[config.mk]
export PLATFORM = sky130hd
export DESIGN_NAME = split_sync2
export DESIGN_NICKNAME = d
export VERILOG_FILES = /design/src/rtl/condflow_pkg.sv /design/src/rtl/split_sync2_sync_ff.sv /design/src/rtl/split_sync2.sv
export SDC_FILE = /design/constraint.sdc
export NUM_CORES = 1
export LEC_CHECK = 0
export ABC_AREA = 1
export CORE_AREA = 2 2 45 47
export DETAILED_ROUTE_END_ITERATION = 6
export DIE_AREA = 0 0 47 49
export RECOVER_POWER = 100
export SETUP_SLACK_MARGIN = 0.3
export SYNTH_ARGS = -nofsm -noshare
export SYNTH_HDL_FRONTEND = slang
export SYNTH_SLANG_ARGS = --single-unit
[constraint.sdc]
create_clock -name clk -period 1.55 [get_ports clk]
set_clock_uncertainty 0.15 [all_clocks]
set_input_delay 0.31 -clock clk [delete_from_list [all_inputs] [get_ports clk]]
set_output_delay 0.31 -clock clk [all_outputs]
set_load 0.01 [all_outputs]
[src/rtl/condflow_pkg.sv]
// condflow_pkg: shared FSM state type and route-select constants for condflow elements.
//   split_state_t : IDLE (wait for both channels), REQ (output request raised),
//                   ACK (input acks raised, wait for return-to-zero)
//   SEL_OUT0/1    : values of the route-select bit for output 0 / output 1
package condflow_pkg;
  typedef enum logic [1:0] {IDLE, REQ, ACK} split_state_t;
  localparam logic SEL_OUT0 = 1'b0;
  localparam logic SEL_OUT1 = 1'b1;
endpackage

[src/rtl/split_sync2_sync_ff.sv]
// sync_ff: 1-bit multi-flop synchroniser, asynchronous reset to 0.
//   clk : sampling clock
//   rst : asynchronous active-high reset, clears every stage
//   d   : asynchronous input
//   q   : synchronised output, STAGES clock edges after d settles
module sync_ff #(
  parameter int STAGES = 2
) (
  input  logic clk,
  input  logic rst,
  input  logic d,
  output logic q
);
  logic [STAGES-1:0] r_chain;
  always_ff @(posedge clk or posedge rst) begin
    if (rst) r_chain <= '0;
    else     r_chain <= {r_chain[STAGES-2:0], d};
  end
  assign q = r_chain[STAGES-1];
endmodule

[src/rtl/split_sync2.sv]
// split_sync2: clocked two-way conditional split of a 4-phase bundled-data token, routed by a control bit.
//   clk     : single clock, rising edge
//   rst     : asynchronous active-high reset
//   r_i/a_i/d_i          : data input channel (request, acknowledge, bundled data)
//   rctl_i/dctl_i/actl_i : control channel (request, route select, acknowledge)
//   r0_o/a0_o/d0_o       : output channel 0
//   r1_o/a1_o/d1_o       : output channel 1
// All outputs come straight from flops; requests and acks are synchronised before use.
module split_sync2
  import condflow_pkg::*;
#(
  parameter int N    = 1,
  parameter int SYNC = 2
) (
  input  logic         clk,
  input  logic         rst,
  input  logic         r_i,
  output logic         a_i,
  input  logic [N-1:0] d_i,
  input  logic         rctl_i,
  input  logic         dctl_i,
  output logic         actl_i,
  output logic         r0_o,
  input  logic         a0_o,
  output logic [N-1:0] d0_o,
  output logic         r1_o,
  input  logic         a1_o,
  output logic [N-1:0] d1_o
);
  split_state_t r_state, w_state_nx;
  logic         r_sel, w_sel_nx;
  logic         r_ack, w_ack_nx;
  logic         r_r0, w_r0_nx;
  logic         r_r1, w_r1_nx;
  logic [N-1:0] r_d0, r_d1;
  logic         w_ld0, w_ld1;
  logic         w_rs, w_rcs, w_as0, w_as1, w_as_sel;

  sync_ff #(.STAGES(SYNC)) u_sync_r   (.clk(clk), .rst(rst), .d(r_i),    .q(w_rs));
  sync_ff #(.STAGES(SYNC)) u_sync_rc  (.clk(clk), .rst(rst), .d(rctl_i), .q(w_rcs));
  sync_ff #(.STAGES(SYNC)) u_sync_a0  (.clk(clk), .rst(rst), .d(a0_o),   .q(w_as0));
  sync_ff #(.STAGES(SYNC)) u_sync_a1  (.clk(clk), .rst(rst), .d(a1_o),   .q(w_as1));

  // Only the selected output's ack matters; the other one is ignored in every state.
  assign w_as_sel = (r_sel == SEL_OUT1) ? w_as1 : w_as0;

  always_ff @(posedge clk or posedge rst) begin
    if (rst) begin
      r_state <= IDLE;
      r_sel   <= SEL_OUT0;
      r_ack   <= 1'b0;
      r_r0    <= 1'b0;
      r_r1    <= 1'b0;
    end else begin
      r_state <= w_state_nx;
      r_sel   <= w_sel_nx;
      r_ack   <= w_ack_nx;
      r_r0    <= w_r0_nx;
      r_r1    <= w_r1_nx;
    end
  end

  always_ff @(posedge clk or posedge rst) begin
    if (rst) begin
      r_d0 <= '0;
      r_d1 <= '0;
    end else begin
      if (w_ld0) r_d0 <= d_i;
      if (w_ld1) r_d1 <= d_i;
    end
  end

  // d_i/dctl_i are taken raw: the bundling constraint makes them stable
  // by the time the synchronised requests are both seen.
  always_comb begin
    w_state_nx = r_state;
    w_sel_nx   = r_sel;
    w_ack_nx   = r_ack;
    w_r0_nx    = r_r0;
    w_r1_nx    = r_r1;
    w_ld0      = 1'b0;
    w_ld1      = 1'b0;
    unique case (r_state)
      IDLE: if (w_rs && w_rcs) begin
        w_sel_nx   = dctl_i;
        w_ld0      = (dctl_i == SEL_OUT0);
        w_ld1      = (dctl_i == SEL_OUT1);
        w_r0_nx    = (dctl_i == SEL_OUT0);
        w_r1_nx    = (dctl_i == SEL_OUT1);
        w_state_nx = REQ;
      end
      REQ: if (w_as_sel) begin
        w_r0_nx    = 1'b0;
        w_r1_nx    = 1'b0;
        w_ack_nx   = 1'b1;
        w_state_nx = ACK;
      end
      ACK: if (!w_rs && !w_rcs && !w_as_sel) begin
        w_ack_nx   = 1'b0;
        w_state_nx = IDLE;
      end
      default: w_state_nx = IDLE;
    endcase
  end

  assign a_i    = r_ack;
  assign actl_i = r_ack;
  assign r0_o   = r_r0;
  assign r1_o   = r_r1;
  assign d0_o   = r_d0;
  assign d1_o   = r_d1;
endmodule
# Word level (Yosys, flattened, before mapping)
# Index checks and enable logic that the tools add are counted.
# op_classes
mux	17
reduce_logical	13
multipliers	0
eq_ne	5
order_cmp	0
n_addsub	0
n_div	0
bitwise_logic	1
shift	0
# op_table
cell	count
2-to-1 mux 1 bit	10
AND reduction 3 bit	3
2-to-1 mux 2 bit	3
inequality test 2 bit, second input constant	3
case mux 1 bit (2 select lines)	3
case mux 2 bit (3 select lines)	1
nonzero test 2 bit	2
logical AND 1 bit	3
logical NOT 1 bit	3
== test 2 x 1 -> 1 bit, second input constant	1
== test 2 bit, second input constant	1
logical NOT 2 bit	1
AND reduction 2 bit	1
inverter 1 bit	1
# totals
register_bits	16
word_cells	47
mem_bits_ro	0
latch_bits	0
out_inout_bits	6
ramBits	0
in_bits	8
memories	0

# Depth between registers and ports, before layout
# Gate-level depths: netlist (run 1).
# logic_depth
word_depth	5
mapped_depth	6
ltp_nobuf	6

# Hierarchy
# A second synthesis (run 1) with hierarchy kept.
# unflattened
hier_cells	61
area_unflattened_um2	619.3
# modules_own_cells
module	instances	seq_area_each_um2	cells_per_inst	area_each_um2
split_sync2	1	200.2	49	404.1
sync_ff	4	50.0	3	53.8

# Least setup slack after synthesis (run 1)
# Ideal clock, no wire load.
# synth_timing
path_type	reg-to-reg
start	reg r_state[1]
end	reg r_d1 (netlist: d1_o)
path_buffers	0
t_required_ns	1.283
slack_ns	0.464
stages_incl_launch_ff	7
synth_period_minus_slack_ns	1.086
setup_ns	0.117
arrival_ns	0.819
path_cell_list	dfrtp_1 > nor2_2 > inv_2 > nor2_8 > nand2_2 > nand2_1 > nand2_1
# synth_via
elab_chain_len	2
# synth_rtl
element	line	source
start: declaration	split_sync2.sv:30	split_state_t r_state, w_state_nx;
start signal: assignment	split_sync2.sv:55	r_state <= w_state_nx;
logical NOT 2 bit	split_sync2.sv:83	unique case (r_state)
2-to-1 mux 1 bit	split_sync2.sv:83	
end signal: assignment	split_sync2.sv:69	if (w_ld1) r_d1 <= d_i;
end: declaration	split_sync2.sv:35	logic [N-1:0] r_d0, r_d1;
# No other way between the ends.
# A chain may end at the register's enable or synchronous reset.

# Worst setup path after layout (run 1)
# layout_timing
start	reg r_ack (netlist: a_i)
end	out actl_i
# layout_lines
element	line	source
start: declaration	split_sync2.sv:32	logic r_ack, w_ack_nx;
start signal: assignment	split_sync2.sv:57	r_ack <= w_ack_nx;
end: declaration	split_sync2.sv:22	output logic actl_i,
# No word-level cell between the ends.

==> results.md, run 1 <==
- Number of stages on the worst hold path: 0
- Number of setup buffers added after CTS: 0
- Critical path, cell by cell: clkbuf_1
- Overflow after GRT: 0
- Worst rel slew slack: 44.8%
- Status: finished, final reports clean
- Global-route wire length before repair: 1480 um
- CTS Buffer Depth: 2
- Worst reg-to-reg setup slack: 320 ps
- Time the worst path needs with I/O delays and setup: 1290 ps
- Fraction of the mapped netlist area in adder cells: 0%
- Transition time of the tightest slew-check pin: 828 ps
- Post-synthesis instance area: 604 um^2
- Origin of the worst min-delay path: u_sync_rc.r_chain[0]$_DFF_PP0_
- Net count after synthesis: 65
- GPL Wtd Cong: 0.734
- Maximum number of pins on one net before global-route repair: 17
- Initial drt markers: 1
- Height of the die: 49 um
- Max-slew violations: 0
- TritonCTS clock tree: done
- Fraction of synthesized area in multiplexers: 0%
- Number of hold violations in the final report: 0
- Critical path start-end classification: reg -> out
- Effective utilization at floorplan: 32.8%
- Antenna-violating nets left: 0
- Worst hold path endpoint: u_sync_rc.r_chain[1]$_DFF_PP0_
- Compound-gate portion of the synthesized area: 0.828%
- Worst hold-check path type: reg -> reg
- Kind of start point of the critical path: flop
- Avg Inst Size Synth: 10.6 um^2
- Critical Path Sink Type: output port
- Total clock sinks: 16
- Critical-path top delay cell: dfrtp_1
- Clock network latency to the later pin of the worst-skew pair: 290 ps
- Biggest cell delay along the critical path: 400 ps
- Setup TNS: 0 ps
- Total of flip-flops plus latches after synthesis: 16
- Area share of the largest cell type after synthesis: 66.3%
- Startpoint of the worst register-to-register path: r_state[1]$_DFFE_PP0P_
- Inserted Diodes: 0
- Clock input transition at the sequential cells of the worst setup and hold paths: 100 ps
- Sequential fraction of the synthesis area: 66.3%
- Distinct cells, synth: 13
- DIE AREA: 2300 um^2
- Pre-antenna DRT Iters: 3
- Crit path arrival time: 830 ps
- Terminus of the critical flop-to-flop path: d1_o$_DFFE_PP0P_
- Cell at the root of the clock tree: clkbuf_4
- Max-cap viol count: 0
- Via-per-instance ratio: 3.95
- Vias in the first global route: 375
- Final critical-path share of the clock period: 83.2%
- Average detailed-routed wire length per instance: 9.34 um
- Growth of design area from synthesis to finish: 25.1%
- Number of buffers created by CTS: 3
- Total number of yosys warnings: 0
- Share of async-settable or async-resettable flops after synthesis: 100%
- Worst Path Max Fanout: 3
- Max Freq: 0.775 GHz
- Number of core rows: 16
- Cell types with the highest counts after synthesis: dfrtp_1 (16), nand2_1 (16), inv_1 (7)
- Number of instances in the synthesized netlist: 57
- Primary flip-flop cell chosen by synthesis mapping: dfrtp_1
- Power after layout: 0.00117 W
- CORE AREA: 1840 um^2
- Xor-xnor portion of the synthesized cell area: 0%
- Final Util: 41.0%
- Fin nets: 83
- Static Leak: 0.386 nW
- Top delay family on crit path: flip-flops
- Dominant combinational cell family by area after synthesis: simple AND/OR/NAND/NOR gates
- Final HPWL DP: 728 um
- Drc violations: 0
- Worst path buffer plus inverter count: 1
- Top cell type by total area after synthesis: dfrtp_1
- # hold bufs at CTS: 0
- Setup violation total in the final timing report: 0
- FF-to-FF path depth: 6
- Setup repair after global routing missed its margin: true
- Antenna violations before repair: 0
- Top area cells in the synthesized netlist: dfrtp_1 (66%), nand2_1 (9.9%), nand3_1 (5.0%)
- H-tree depth: 1
- Number of synthesized flops with an enable pin: 0
- I/O pin cnt: 14
- Total Routing Usage GR: 9.72%
- Peak VDD IR: 0.746 mV
- Total power density per cell area: 1550 nW/um^2
- Post-Route WL: 943 um
- Fraction of final layout cells with drive strength greater than 1: 10.8%
- Worst Path Required: 1090 ps
- Post-synthesis simple-gate area fraction: 26.7%
- Port buffer count: 13
- Vias: 399
- Die outline width: 47 um
## power by group
group	switching, W	total, W	leakage, nW	internal, W
sequential	0.0000565	0.000578	0.192	0.000522
clock	0.000135	0.000278	0.0210	0.000143
combinational	0.000206	0.000318	0.173	0.000112
## worst max-delay path by stage
stage,slack (ps),depth (start not counted),endpoint,from
after floorplan,460,6,d1_o$_DFFE_PP0P_,r_state[1]$_DFFE_PP0P_
after global routing,130,3,r_state[0]$_DFFE_PP0P_,rst
after detailed placement,210,1,actl_i,a_i$_DFFE_PP0P_
after CTS,250,1,actl_i,a_i$_DFFE_PP0P_
final,260,1,actl_i,a_i$_DFFE_PP0P_
after global placement,220,1,actl_i,a_i$_DFFE_PP0P_
## flip-flops by register name (all words and copies together) (netlist names)
name               cells
r1_o                   1
d0_o                   1
u_sync_r.r_chain       2
r_state                2
u_sync_a0.r_chain      2
u_sync_a1.r_chain      2
r0_o                   1
a_i                    1
d1_o                   1
u_sync_rc.r_chain      2
r_sel                  1
## per-layer routing
| metal | track usage, % | routed length [um] |
|---|---|---|
| met2 | 14.4 | 470 |
| met3 | 6.67 | 68 |
| met1 | 9.76 | 374 |
| met4 | 5.56 | 29 |
| met5 | 0 | 0 |
## final cells by class
cell class                      instances  area, um^2
Tap cell                               27        33.8
Sequential cell                        16         400
Multi-Input combinational cell         32         159
Inverter                                8        30.0
Fill cell                             193        1090
Clock buffer                            4        36.3
Timing Repair Buffer                   14        96.3
## cells in the final DEF, fill, tap and decap left out, drive strengths merged
| master | count |
|---|---|
| nand3 | 7 |
| o21ai | 1 |
| nand2 | 19 |
| nor2 | 5 |
| dfrtp | 16 |
| clkdlybuf4s50 | 3 |
| clkbuf | 11 |
| inv | 8 |
| dlygate4sd3 | 4 |
## repair_timing
action,in CTS,in global routing
setup endpoints to repair,6,6
resized for setup,24,0
gates cloned,0,0
endpoints found under the hold margin,0,0
## cell families after synthesis
| logic type | Yosys count |
|---|---|
| simple gates | 31 |
| buf+inv | 9 |
| compound gates | 1 |
| flops | 16 |
## through the flow
| stage | std cells | area (um^2) | setup WS [ps] | hold slack, ps |
|---|---|---|---|---|
| after detailed placement | 97 | 768 | 208 | 185 |
| after global routing | 101 | 756 | 133 | 219 |
| after CTS | 101 | 774 | 249 | 167 |
| final | 101 | 756 | 260 | 196 |
| after floorplan | 57 | 604 | 464 | 73.7 |
| after global placement | 97 | 768 | 223 | 184 |
Power figures use the tool's default switching activity.
==> run 2: changes to the inputs <==
==> constraint.sdc (replaced) <==
create_clock -name clk -period 1.15 [get_ports clk]
set_clock_uncertainty 0.15 [all_clocks]
set_input_delay 0.23 -clock clk [delete_from_list [all_inputs] [get_ports clk]]
set_output_delay 0.23 -clock clk [all_outputs]
set_load 0.01 [all_outputs]
==> run 2 against run 1 <==
The run now ends with setup timing left. Via count grew 12%. Core utilization up 7.5 points. Total power is 59% higher. First-iteration DRC count is 100% higher. Sequential share of layout area fell by 8.0 points. Combinational power grew 130%. Critical path depth rose by 5. Largest cell class unchanged.
==> results.md, run 2 (synthesized netlist as in run 1, its figures left out) <==
- Time the worst path needs with I/O delays and setup: 1210 ps
- Fin nets: 92
- Setup repair after global routing missed its margin: true
- Final HPWL DP: 648 um
- Number of fill cells in the layout: 172
- Vias: 447
- Worst Path Required: 1180 ps
- H-tree depth: 1
- Clock input transition at the sequential cells of the worst setup and hold paths: 90 ps
- Worst-case setup margin in the final layout: -56.0 ps
- Clock share of power: 19.4%
- Critical path start-end classification: reg -> reg
- Worst rel slew slack: 74.9%
- CORE AREA: 1840 um^2
- Max-slew violations: 0
- Transition time of the tightest slew-check pin: 376 ps
- Critical Path Sink Type: flop
- GPL Wtd Cong: 0.721
- Antenna violations before repair: 0
- Number of core rows: 16
- Leading cell type in the layout, fill and taps excluded: dfrtp_1
- Part of the total power dissipated in combinational logic: 38.4%
- Final Util: 48.5%
- Growth of design area from synthesis to finish: 47.8%
- Fraction of final layout cells with drive strength greater than 1: 47.0%
- Final critical-path share of the clock period: 105%
- Average detailed-routed wire length per instance: 8.89 um
- DIE AREA: 2300 um^2
- Initial drt markers: 2
- Peak VDD IR: 0.983 mV
- Post-Route WL: 978 um
- Vias in the first global route: 425
- Post-Layout Cell Count: 110
- Number of buffers created by CTS: 3
- Max Freq: 0.829 GHz
- Static Leak: 0.463 nW
- TritonCTS clock tree: done
- Setup violation total in the final timing report: 9
- Failing checks: setup timing
- Worst Path Max Fanout: 5
- Drc violations: 0
- Placed Cells: 98
- Inserted Diodes: 0
- Max-cap viol count: 0
- Height of the die: 49 um
- Internal portion of total power: 0.00125 W
- Pre-antenna DRT Iters: 2
- CTS Buffer Depth: 2
- Combined area of the multi-input logic cells: 219 um^2
- Cell at the root of the clock tree: clkbuf_4
- Total clock sinks: 16
- Switching part of the total: 33.4%
- Total power density per cell area: 2090 nW/um^2
- Total Routing Usage GR: 11.2%
- Kind of start point of the critical path: flop
- Global-route wire length before repair: 1750 um
- Status: finished, violations left
- Commonest non-fill, non-tap cells in the layout: dfrtp_1 (15), nand2_1 (12), buf_4 (9)
- Antenna-violating nets left: 0
- Number of hold violations in the final report: 0
- Die outline width: 47 um
- Clock network latency to the later pin of the worst-skew pair: 280 ps
- Part of the total power dissipated in sequential elements: 42.2%
- Overflow after GRT: 0
- Area of all sequential standard cells: 402 um^2
- Worst hold-check path type: reg -> reg
- Effective utilization at floorplan: 32.8%
- Maximum number of pins on one net before global-route repair: 17
- Net switching power: 0.000624 W
- Via-per-instance ratio: 4.06
- Port buffer count: 13
- I/O pin cnt: 14
- Crit path arrival time: 1240 ps
-- run 2: cell types whose count changed in the layout (fill, tap and decap cells not counted), sizes merged --
cell	delta
clkdlybuf4s50	-1
dlygate4sd3	+1
buf	+15
clkbuf	-6
-- run 2: what timing repair did --
| action | 4_1_cts | 5_1_grt |
|---|---|---|
| gates resized for setup | 36 | 4 |
| hold buffers | 0 | 0 |
| pin swaps | 10 | 7 |
| setup buffers | 7 | 1 |
| endpoints found under the setup margin | 14 | 14 |
-- run 2: area by class of cell --
class	instances	share of cell area [%]
timing repair buffer	23	19.3
tap	27	3.78
clock buffer	4	4.06
inverter	8	3.36
multi-input combinational	32	24.5
sequential	16	45.0
-- run 2: stage by stage --
stage	hold slack (ps)	worst slack (ps)	total power [W]	TNS [ps]	instance area (um^2)
floorplan	-6.26	64.3	0.00113	0	608
global route	213	-109	0.00201	-893	893
global placement	183	-96.9	0.00139	-694	788
finish	202	-56.0	0.00187	-377	893
CTS	90.1	-60.3	0.00185	-376	886
detailed placement	185	-108	0.00140	-778	788
-- run 2: worst paths after layout --
path | depth (start not counted) | end | slack (ps) | start
max in group asynchronous | 3 | u_sync_r.r_chain[1]$_DFF_PP0_ | 270 | rst
max | 6 | d0_o$_DFFE_PP0P_ | -60 | r_state[0]$_DFFE_PP0P_
min in group asynchronous | 3 | u_sync_a1.r_chain[1]$_DFF_PP0_ | 290 | rst
min | 0 | u_sync_a1.r_chain[1]$_DFF_PP0_ | 200 | u_sync_a1.r_chain[0]$_DFF_PP0_
min reg2reg | 0 | u_sync_a1.r_chain[1]$_DFF_PP0_ | 200 | u_sync_a1.r_chain[0]$_DFF_PP0_
max reg2reg | 6 | d0_o$_DFFE_PP0P_ | -60 | r_state[0]$_DFFE_PP0P_
-- run 2: power groups by stage --
stage	Sequential [W]	Clock (W)	Combinational, W
after floorplan	0.000836	0	0.000294
after global placement	0.000789	0	0.000602
after detailed placement	0.000798	0	0.000603
after CTS	0.000788	0.000376	0.000690
after global routing	0.000813	0.000400	0.000797
final	0.000790	0.000363	0.000718
-- run 2: critical path, stage by stage, from the launching register on --
cell and delay (ps):
dfrtp_1 410, nor2_2 150, inv_2 80, nor2_8 150
nand2_2 70, nand2_1 60, nand2_1 40
-- run 2: per-layer routing --
metal	GRT usage, %	share of wire (%)
met2	15.3	51
met4	6.94	3.2
met1	13.8	41
met3	5.56	5.2
met5	0	0
